File: src/rtl/alu_pkg.sv
// Shared types and constants for the flag ALU: opcodes, controller states,
// flag bit positions and the flag-register select value.
package alu_pkg;

    typedef enum logic [2:0] {
        OP_ADD = 3'b000,
        OP_SUB = 3'b001,
        OP_AND = 3'b010,
        OP_OR  = 3'b011,
        OP_XOR = 3'b100,
        OP_SHL = 3'b101,
        OP_SHR = 3'b110,
        OP_MUL = 3'b111
    } op_e;

    typedef enum logic [1:0] {
        IDLE = 2'd0,
        MULT = 2'd1,
        DONE = 2'd2
    } state_e;

    localparam int unsigned FZ = 0;
    localparam int unsigned FN = 1;
    localparam int unsigned FC = 2;
    localparam int unsigned FV = 3;

    localparam logic [2:0] FULL_LOAD = 3'b100;

endpackage

File: src/rtl/shift_add_mul.sv
// 8x8 unsigned iterative multiplier datapath: one shift-add step per enabled
// cycle; product_next exposes the accumulator value after the current step.
module shift_add_mul (
    input  logic        clk,
    input  logic        reset,
    input  logic        load,
    input  logic        step,
    input  logic [7:0]  a,
    input  logic [7:0]  b,
    output logic [2:0]  count,
    output logic [15:0] product_next
);

    logic [15:0] acc;
    logic [7:0]  mcand;
    logic [7:0]  mplr;

    // Multiplicand is shifted by the step count rather than shifting the
    // accumulator, so the full product is visible combinationally on step 8.
    always_comb begin
        product_next = acc;
        if (mplr[0]) begin
            product_next = acc + ({8'h00, mcand} << count);
        end
    end

    always_ff @(posedge clk) begin
        if (reset) begin
            acc   <= '0;
            mcand <= '0;
            mplr  <= '0;
            count <= '0;
        end else if (load) begin
            acc   <= '0;
            mcand <= a;
            mplr  <= b;
            count <= '0;
        end else if (step) begin
            acc   <= product_next;
            mplr  <= mplr >> 1;
            count <= count + 3'd1;
        end
    end

endmodule

File: src/rtl/flag_alu.sv
// Flag-producing ALU: single-cycle logic/arithmetic ops plus an 8-step
// shift-add multiply, with a registered result and ZNCV flag vector.
module flag_alu
    import alu_pkg::*;
(
    input  logic       clk,
    input  logic       reset,
    input  logic       start,
    input  logic [2:0] op,
    input  logic [7:0] a,
    input  logic [7:0] b,
    output logic [7:0] y,
    output logic       busy,
    output logic       done,
    output logic [7:0] f,
    output logic [2:0] s
);

    state_e      state;
    state_e      state_next;
    logic        mul_load;
    logic        mul_step;
    logic        capture;
    logic [7:0]  res;
    logic        carry;
    logic        ovf;
    logic [8:0]  sum9;
    logic [7:0]  flags;
    logic [2:0]  mul_count;
    logic [15:0] mul_product;

    shift_add_mul u_mul (
        .clk          (clk),
        .reset        (reset),
        .load         (mul_load),
        .step         (mul_step),
        .a            (a),
        .b            (b),
        .count        (mul_count),
        .product_next (mul_product)
    );

    always_comb begin
        state_next = state;
        mul_load   = 1'b0;
        mul_step   = 1'b0;
        capture    = 1'b0;
        res        = '0;
        carry      = 1'b0;
        ovf        = 1'b0;
        sum9       = '0;
        case (state)
            IDLE: begin
                if (start) begin
                    if (op_e'(op) == OP_MUL) begin
                        mul_load   = 1'b1;
                        state_next = MULT;
                    end else begin
                        capture    = 1'b1;
                        state_next = DONE;
                        case (op_e'(op))
                            OP_ADD: begin
                                sum9  = {1'b0, a} + {1'b0, b};
                                res   = sum9[7:0];
                                carry = sum9[8];
                                ovf   = (a[7] == b[7]) && (res[7] != a[7]);
                            end
                            OP_SUB: begin
                                res   = a - b;
                                carry = (a < b);
                                ovf   = (a[7] != b[7]) && (res[7] != a[7]);
                            end
                            OP_AND: res = a & b;
                            OP_OR:  res = a | b;
                            OP_XOR: res = a ^ b;
                            OP_SHL: begin
                                res   = {a[6:0], 1'b0};
                                carry = a[7];
                                ovf   = a[7] ^ a[6];
                            end
                            OP_SHR: begin
                                res   = {1'b0, a[7:1]};
                                carry = a[0];
                            end
                            default: res = '0;
                        endcase
                    end
                end
            end
            MULT: begin
                mul_step = 1'b1;
                if (mul_count == 3'd7) begin
                    capture    = 1'b1;
                    state_next = DONE;
                    res        = mul_product[7:0];
                    carry      = |mul_product[15:8];
                    ovf        = |mul_product[15:8];
                end
            end
            DONE:    state_next = IDLE;
            default: state_next = IDLE;
        endcase

        flags     = '0;
        flags[FZ] = (res == 8'h00);
        flags[FN] = res[7];
        flags[FC] = carry;
        flags[FV] = ovf;
    end

    always_ff @(posedge clk) begin
        if (reset) begin
            state <= IDLE;
            y     <= '0;
            f     <= '0;
        end else begin
            state <= state_next;
            if (capture) begin
                y <= res;
                f <= flags;
            end
        end
    end

    assign busy = (state != IDLE);
    assign done = (state == DONE);
    assign s    = FULL_LOAD;

endmodule
File: config.mk
export PLATFORM = sky130hd
export DESIGN_NAME = flag_alu
export DESIGN_NICKNAME = d
export VERILOG_FILES = /design/src/rtl/alu_pkg.sv /design/src/rtl/shift_add_mul.sv /design/src/rtl/flag_alu.sv
export SDC_FILE = /design/constraint.sdc
export NUM_CORES = 1
export LEC_CHECK = 0
export CORE_ASPECT_RATIO = 1.25
export CORE_MARGIN = 2
export CORE_UTILIZATION = 40
export CTS_CLUSTER_SIZE = 10
export DETAILED_ROUTE_END_ITERATION = 12
export GPL_ROUTABILITY_DRIVEN = 0
export SYNTH_ARGS = -nofsm -noshare
export SYNTH_HDL_FRONTEND = slang
export SYNTH_HIERARCHICAL = 1
export SYNTH_SLANG_ARGS = --single-unit
File: constraint.sdc
create_clock -name clk -period 5.1 [get_ports clk]
set_input_delay 0.51 -clock clk [delete_from_list [all_inputs] [get_ports clk]]
set_output_delay 0.51 -clock clk [all_outputs]
set_load 0.01 [all_outputs]
==> results.toml, run 1 <==
[synth]
ys_types = 77
yosysTopAreaCellShare_pct = 20.2
yosys-mux-area-fraction_pct = 9.82
async_flop_share_pct = 0
yosysTopAreaCell = "dfxtp_1"
yosysWarnings = 6
ys_seq_elements = 48
synthXorXnorAreaFrac_pct = 2.76
avgSynthCellArea_um2 = 7.65
synth_area_leaders = "dfxtp_1 20%, ha_1 11%, mux2i_1 6.5%"
synth-edff-count = 0
synthSimpleGateAreaFrac_pct = 24.7
synth_fa_ha_area_share_pct = 11.8
netlist_instances = 623
synth-compound-area-share_pct = 22.8
synth_flop_cell = "dfxtp_1"
seq_area_frac_synth_pct = 20.2
syn_area_um2 = 4760
synth_top_family_by_area = "simple AND/OR/NAND/NOR gates"

[sta]
finalClockSkew_ps = 6.59
hold_slack_ps = 457
tns_ps = 0
relSlewSlack_pct = 28.8
finalMaxSlewViolations = 0
worst_slew_pin_slew_ps = 1060
fin_crit_sh_pct = 82.0
period_needed_ps = 4180
finalSetupViolCount = 0
max_freq_ghz = 0.239
hold_viol_final = 0
rsz0062_at_grt = "false"

[run]
cap_violations = 0

[critical_path]
end_kind = "flop"
worst_path_max_delay_cell = "dfxtp_1"
crit_type = "flop to flop"
crit_family = "compound AO/OA/AOI/OAI gates"
rrSetupSlack_ps = 920
worstPathArrival_ps = 4340
path_buf_inv = 0
critPathLaunchType = "flop"
cp_max_fo = 16
cp_data_required_time_ps = 5260
cp_cell_sequence = "mux2i_1 -> mux2_2 -> o21ai_0 -> ha_1 -> a2111oi_0 -> o21ai_1 -> a41oi_2 -> xnor2_1 -> mux2_2 -> nor4_1 -> a21boi_0 -> a21oi_1 -> o2bb2ai_1"
cpMostUsedCell = "mux2_2"
critical-path-max-stage-delay_ps = 720

[clocking]
postCtsHoldBufs = 0
cts_tree = "built"
htree_levels = 2
clock_sinks = 48
insertion_delay_ps = 290
ctsResizeCount = 0
cts_buffers = 5
post_cts_buffers = 0
clkTransAtPathRegs_ps = 70
clockBufferDepth = 2
cts-root-buf = "clkbuf_16"

[die]
fp.dieH_um = 126
io_pins = 43
die_area_um2 = 12800
core-area_um2 = 11600
rows = 44
start_util_pct = 41.0
dieWidth_um = 102

[global_routing]
grt_max_degree = 31
gr-total-overflow = 0
grt_pass1_wl_um = 22200
grt_pass1_vias = 4337
antenna_found_initial = 0
track_usage_pct = 21.7

[finish]
areaGrowthSynthToFinish_pct = 10.7
fin_cells = 791
fin_nets = 694
drive_gt1_share_pct = 8.10
n_antenna_cell = 0
final_util_pct = 45.4

[detailed_routing]
vias = 4553
totalWireLength_um = 13800
wire_per_inst_um = 17.4
route.detailed.vias_per_inst = 5.76
ant_nets = 0
drt_iter0_drc = 222
firstDrtPassIters = 5
drc_errors = 0

[status]
status = "complete, no violations"

[power_and_ir_drop]
power.density_nw_per_um2 = 184
ir_worst_vdd_mv = 0.134
p_leak_nw = 2.07

[placement]
portBuffers = 35
dpl.cell_count = 783
hpwl_um = 10700

[min_path]
min-delay-path-class = "flop to flop"
## synthesized netlist by cell type (11+ instances only)
library cell / n
nor3_1: 22
buf_2: 13
nor2_1: 66
clkbuf_1: 18
inv_1: 32
a21oi_1: 54
mux2_2: 14
mux2i_1: 31
xnor2_1: 11
nand2_1: 54
dfxtp_1: 48
nor2b_1: 11
nand3_1: 16
ha_1: 40
o21ai_0: 16
## flip-flops by register name (all words and copies together) (netlist names)
name         cells
u_mul/mcand      8
u_mul/acc       16
state            2
y                7
u_mul/mplr       8
f                4
u_mul/count      3
## per-layer routing
layer / vias to the layer above / global-route usage [%] / wire, um
met5: - / 0 / 0
met4: 0 / 8.43 / 505
met3: 31 / 2.44 / 559
met2: 134 / 39.2 / 7080
met1: 2148 / 25.7 / 5630
li1: 2240 / - / -
## through the flow
step / setup slack [ps] / cell area [um^2] / total power [mW]
after floorplan: 1470 / 4780 / 0.564
after global placement: 1260 / 5130 / 0.640
after detailed placement: 1060 / 5130 / 0.643
after CTS: 995 / 5280 / 0.976
after global routing: 549 / 5280 / 1.01
final: 920 / 5280 / 0.971
## kinds of logic (layout without fill, tap and decap cells)
| family | Yosys count | in the layout |
|---|---|---|
| simple gates | 232 | 232 |
| xor+xnor | 15 | 15 |
| compound gates | 158 | 158 |
| fa+ha+maj | 43 | 43 |
| buf+inv | 80 | 82 |
| flops | 48 | 48 |
| mux | 45 | 45 |
| other cells | 2 | 7 |
## worst paths after layout
check                             to           start  depth (start not counted)
worst max-delay path            f[2]  u_mul/count[1]                         13
worst min-delay path            y[1]            y[1]                          2
worst max register to register  f[2]  u_mul/count[1]                         13
worst min register to register  y[1]            y[1]                          2
## placed cells by master (no fill, tap or decap), types with 5 or more instances in the layout
master           instances
clkbuf_16                5
inv_1                   32
nor2b_1                 10
nor3_1                  22
a221o_1                  7
nand3b_1                 7
conb_1                   7
clkdlybuf4s50_1         35
xnor2_1                 11
mux2_2                  14
mux2i_1                 31
nand3_1                 16
or2_2                    6
a211oi_1                 7
a21oi_1                 54
nor2_1                  65
o21ai_0                 16
dfxtp_1                 48
o22ai_1                  8
nor4_1                   5
ha_1                    40
buf_4                    5
nand2b_1                 8
nand2_1                 54
a21o_1                   9
## layout make-up
class	count	area, um^2
Clock buffer	5	125
Clock inverter	3	18.8
Fill cell	1181	6340
Inverter	34	128
Multi-Input combinational cell	500	3450
Sequential cell	48	961
Tap cell	161	201
Timing Repair Buffer	40	388
## tightest hold or removal path, stage by stage, from the launching register on
cell     delay (ps)
dfxtp_1         310
nand2_1          50
a21oi_1          50
## where the power goes
part	total, mW	leakage (nW)	switching, mW	internal, mW
Combinational	0.239	1.60	0.139	0.100
Clock	0.335	0.0736	0.154	0.181
Sequential	0.397	0.389	0.0110	0.386
Total	0.971	2.07	0.304	0.668
Power figures use the tool's default switching activity.
==> run 2, diff against run 1 <==
Clock period 5.1 ns to 3.6 ns, I/O delays scaled along.
==> results.toml, run 2 (synthesis results as in run 1) <==
[detailed_routing]
drc_errors = 0
ant_nets = 0
drt_iter0_drc = 278
vias = 4775
firstDrtPassIters = 5
wire_per_inst_um = 17.8
totalWireLength_um = 14900
route.detailed.vias_per_inst = 5.70

[sta]
period_needed_ps = 3720
finalSetupViolCount = 2
max_freq_ghz = 0.269
worst_slew_pin_slew_ps = 613
finalClockSkew_ps = 7.57
fin_crit_sh_pct = 103
rsz0062_at_grt = "true"
finalMaxSlewViolations = 0
setup_ws_ps = -119
relSlewSlack_pct = 59.0
hold_viol_final = 0

[placement]
hpwl_um = 11400
dpl.cell_count = 816
place_area_um2 = 5390
dp_slack_ps = -219
portBuffers = 35

[finish]
fin_cells = 838
register_area_um2 = 965
n_antenna_cell = 0
final_util_pct = 50.3
drive_gt1_share_pct = 17.7
largest_register = "u_mul/acc"
largest_reg_flops = 16
design_area_um2 = 5850
largestRegisters = "u_mul/acc (16), u_mul/mcand (8), u_mul/mplr (8)"
areaGrowthSynthToFinish_pct = 22.7
layout_commonest_cell = "nor2_1"
final_cell_mix = "65 x nor2_1, 54 x nand2_1, 51 x a21oi_1"
multi_input_area_um2 = 3630
fin_nets = 741
n_fill_cell = 1124

[power_and_ir_drop]
power.density_nw_per_um2 = 254
p_leak_nw = 2.37
total_power_mw = 1.48
ir_worst_vdd_mv = 0.169

[critical_path]
cp-endpoint = "f[3]"
crit_family = "compound AO/OA/AOI/OAI gates"
worst_path_max_delay_cell = "a221o_1"
r2r_cells = 16
worstReg2RegStart = "u_mul/count[1]"
cp_max_fo = 7
timing.rr.end = "f[3]"
crit_type = "flop to flop"
critical-path-max-stage-delay_ps = 380
cp_data_required_time_ps = 3770
rrSetupSlack_ps = -120
worstPathArrival_ps = 3890
critPathLaunchType = "flop"
end_kind = "flop"
cp_cell_sequence = "buf_12 -> mux2i_4 -> mux2_4 -> o22ai_2 -> ha_1 -> buf_4 -> a221o_1 -> buf_4 -> o211ai_2 -> a21oi_2 -> or2_1 -> a221o_1 -> nor4_4 -> a21boi_1 -> a21oi_1 -> o22ai_1"
cp.depth = 16
crit_start = "u_mul/count[1]"
path_buf_inv = 3

[clocking]
cts_buffers = 5
postCtsHoldBufs = 0
cts_tree = "built"
clock_sinks = 48
clkTransAtPathRegs_ps = 70
cts-root-buf = "clkbuf_16"
insertion_delay_ps = 290
clockBufferDepth = 2
htree_levels = 2

[die]
die_area_um2 = 12800
fp.dieH_um = 126
start_util_pct = 41.0
io_pins = 43
rows = 44
core-area_um2 = 11600
dieWidth_um = 102

[global_routing]
grt_pass1_vias = 4664
antenna_found_initial = 0
track_usage_pct = 23.2
grt_max_degree = 35
grt_pass1_wl_um = 23500
gr-total-overflow = 0

[min_path]
min-delay-path-class = "flop to flop"
whs_path_depth = 2

[run]
cap_violations = 0

[status]
violations = "negative setup slack"
status = "complete, but fails checks"
run 2: worst register-to-register path: stages (launching register included):
cell	delay (ps)
dfxtp_2	330
buf_12	130
mux2i_4	190
mux2_4	290
o22ai_2	210
ha_1	280
buf_4	150
a221o_1	380
buf_4	170
o211ai_2	220
a21oi_2	80
or2_1	250
a221o_1	350
nor4_4	170
a21boi_1	120
a21oi_1	170
o22ai_1	110
run 2: repair_timing:
item,4_1_cts,5_1_grt
gates resized for setup,5,29
buffers inserted,0,14
setup endpoints to repair,3,5
pin swaps,1,17
run 2: metal layers:
metal / vias up / wire length, um / GRT usage, % / part of all wire (%)
met4: 0 / 904 / 13.7 / 6.1
met2: 140 / 7490 / 40.2 / 50
li1: 2343 / - / - / -
met5: - / 0 / 0 / 0
met3: 62 / 591 / 2.44 / 4.0
met1: 2230 / 5940 / 27.0 / 40
run 2: through the flow:
stage | setup TNS [ps] | hold slack [ps]
after detailed placement | -392 | 452
after global placement | -97.8 | 444
after CTS | -53.6 | 461
after global routing | -470 | 491
after floorplan | 0 | 432
final | -164 | 455
run 2: area by class of cell:
class | instances | share of cell area [%]
Clock inverter | 3 | 0.728
Multi-Input combinational cell | 500 | 62.1
Inverter | 34 | 2.18
Clock buffer | 5 | 2.14
Sequential cell | 48 | 16.5
Timing Repair Buffer | 87 | 12.9
Tap cell | 161 | 3.45
run 2: worst min-delay path by stage:
stage                from  endpoint
floorplan           reset      y[2]
global placement     y[5]      y[5]
detailed placement   y[5]      y[5]
CTS                  y[5]      y[5]
global route         y[5]      y[5]
finish               y[5]      y[5]
run 2: where the power goes:
part	switching, mW	internal [mW]	total, mW
Sequential	0.0145	0.547	0.562
Combinational	0.208	0.162	0.370
Clock	0.225	0.327	0.553
Total	0.448	1.04	1.48
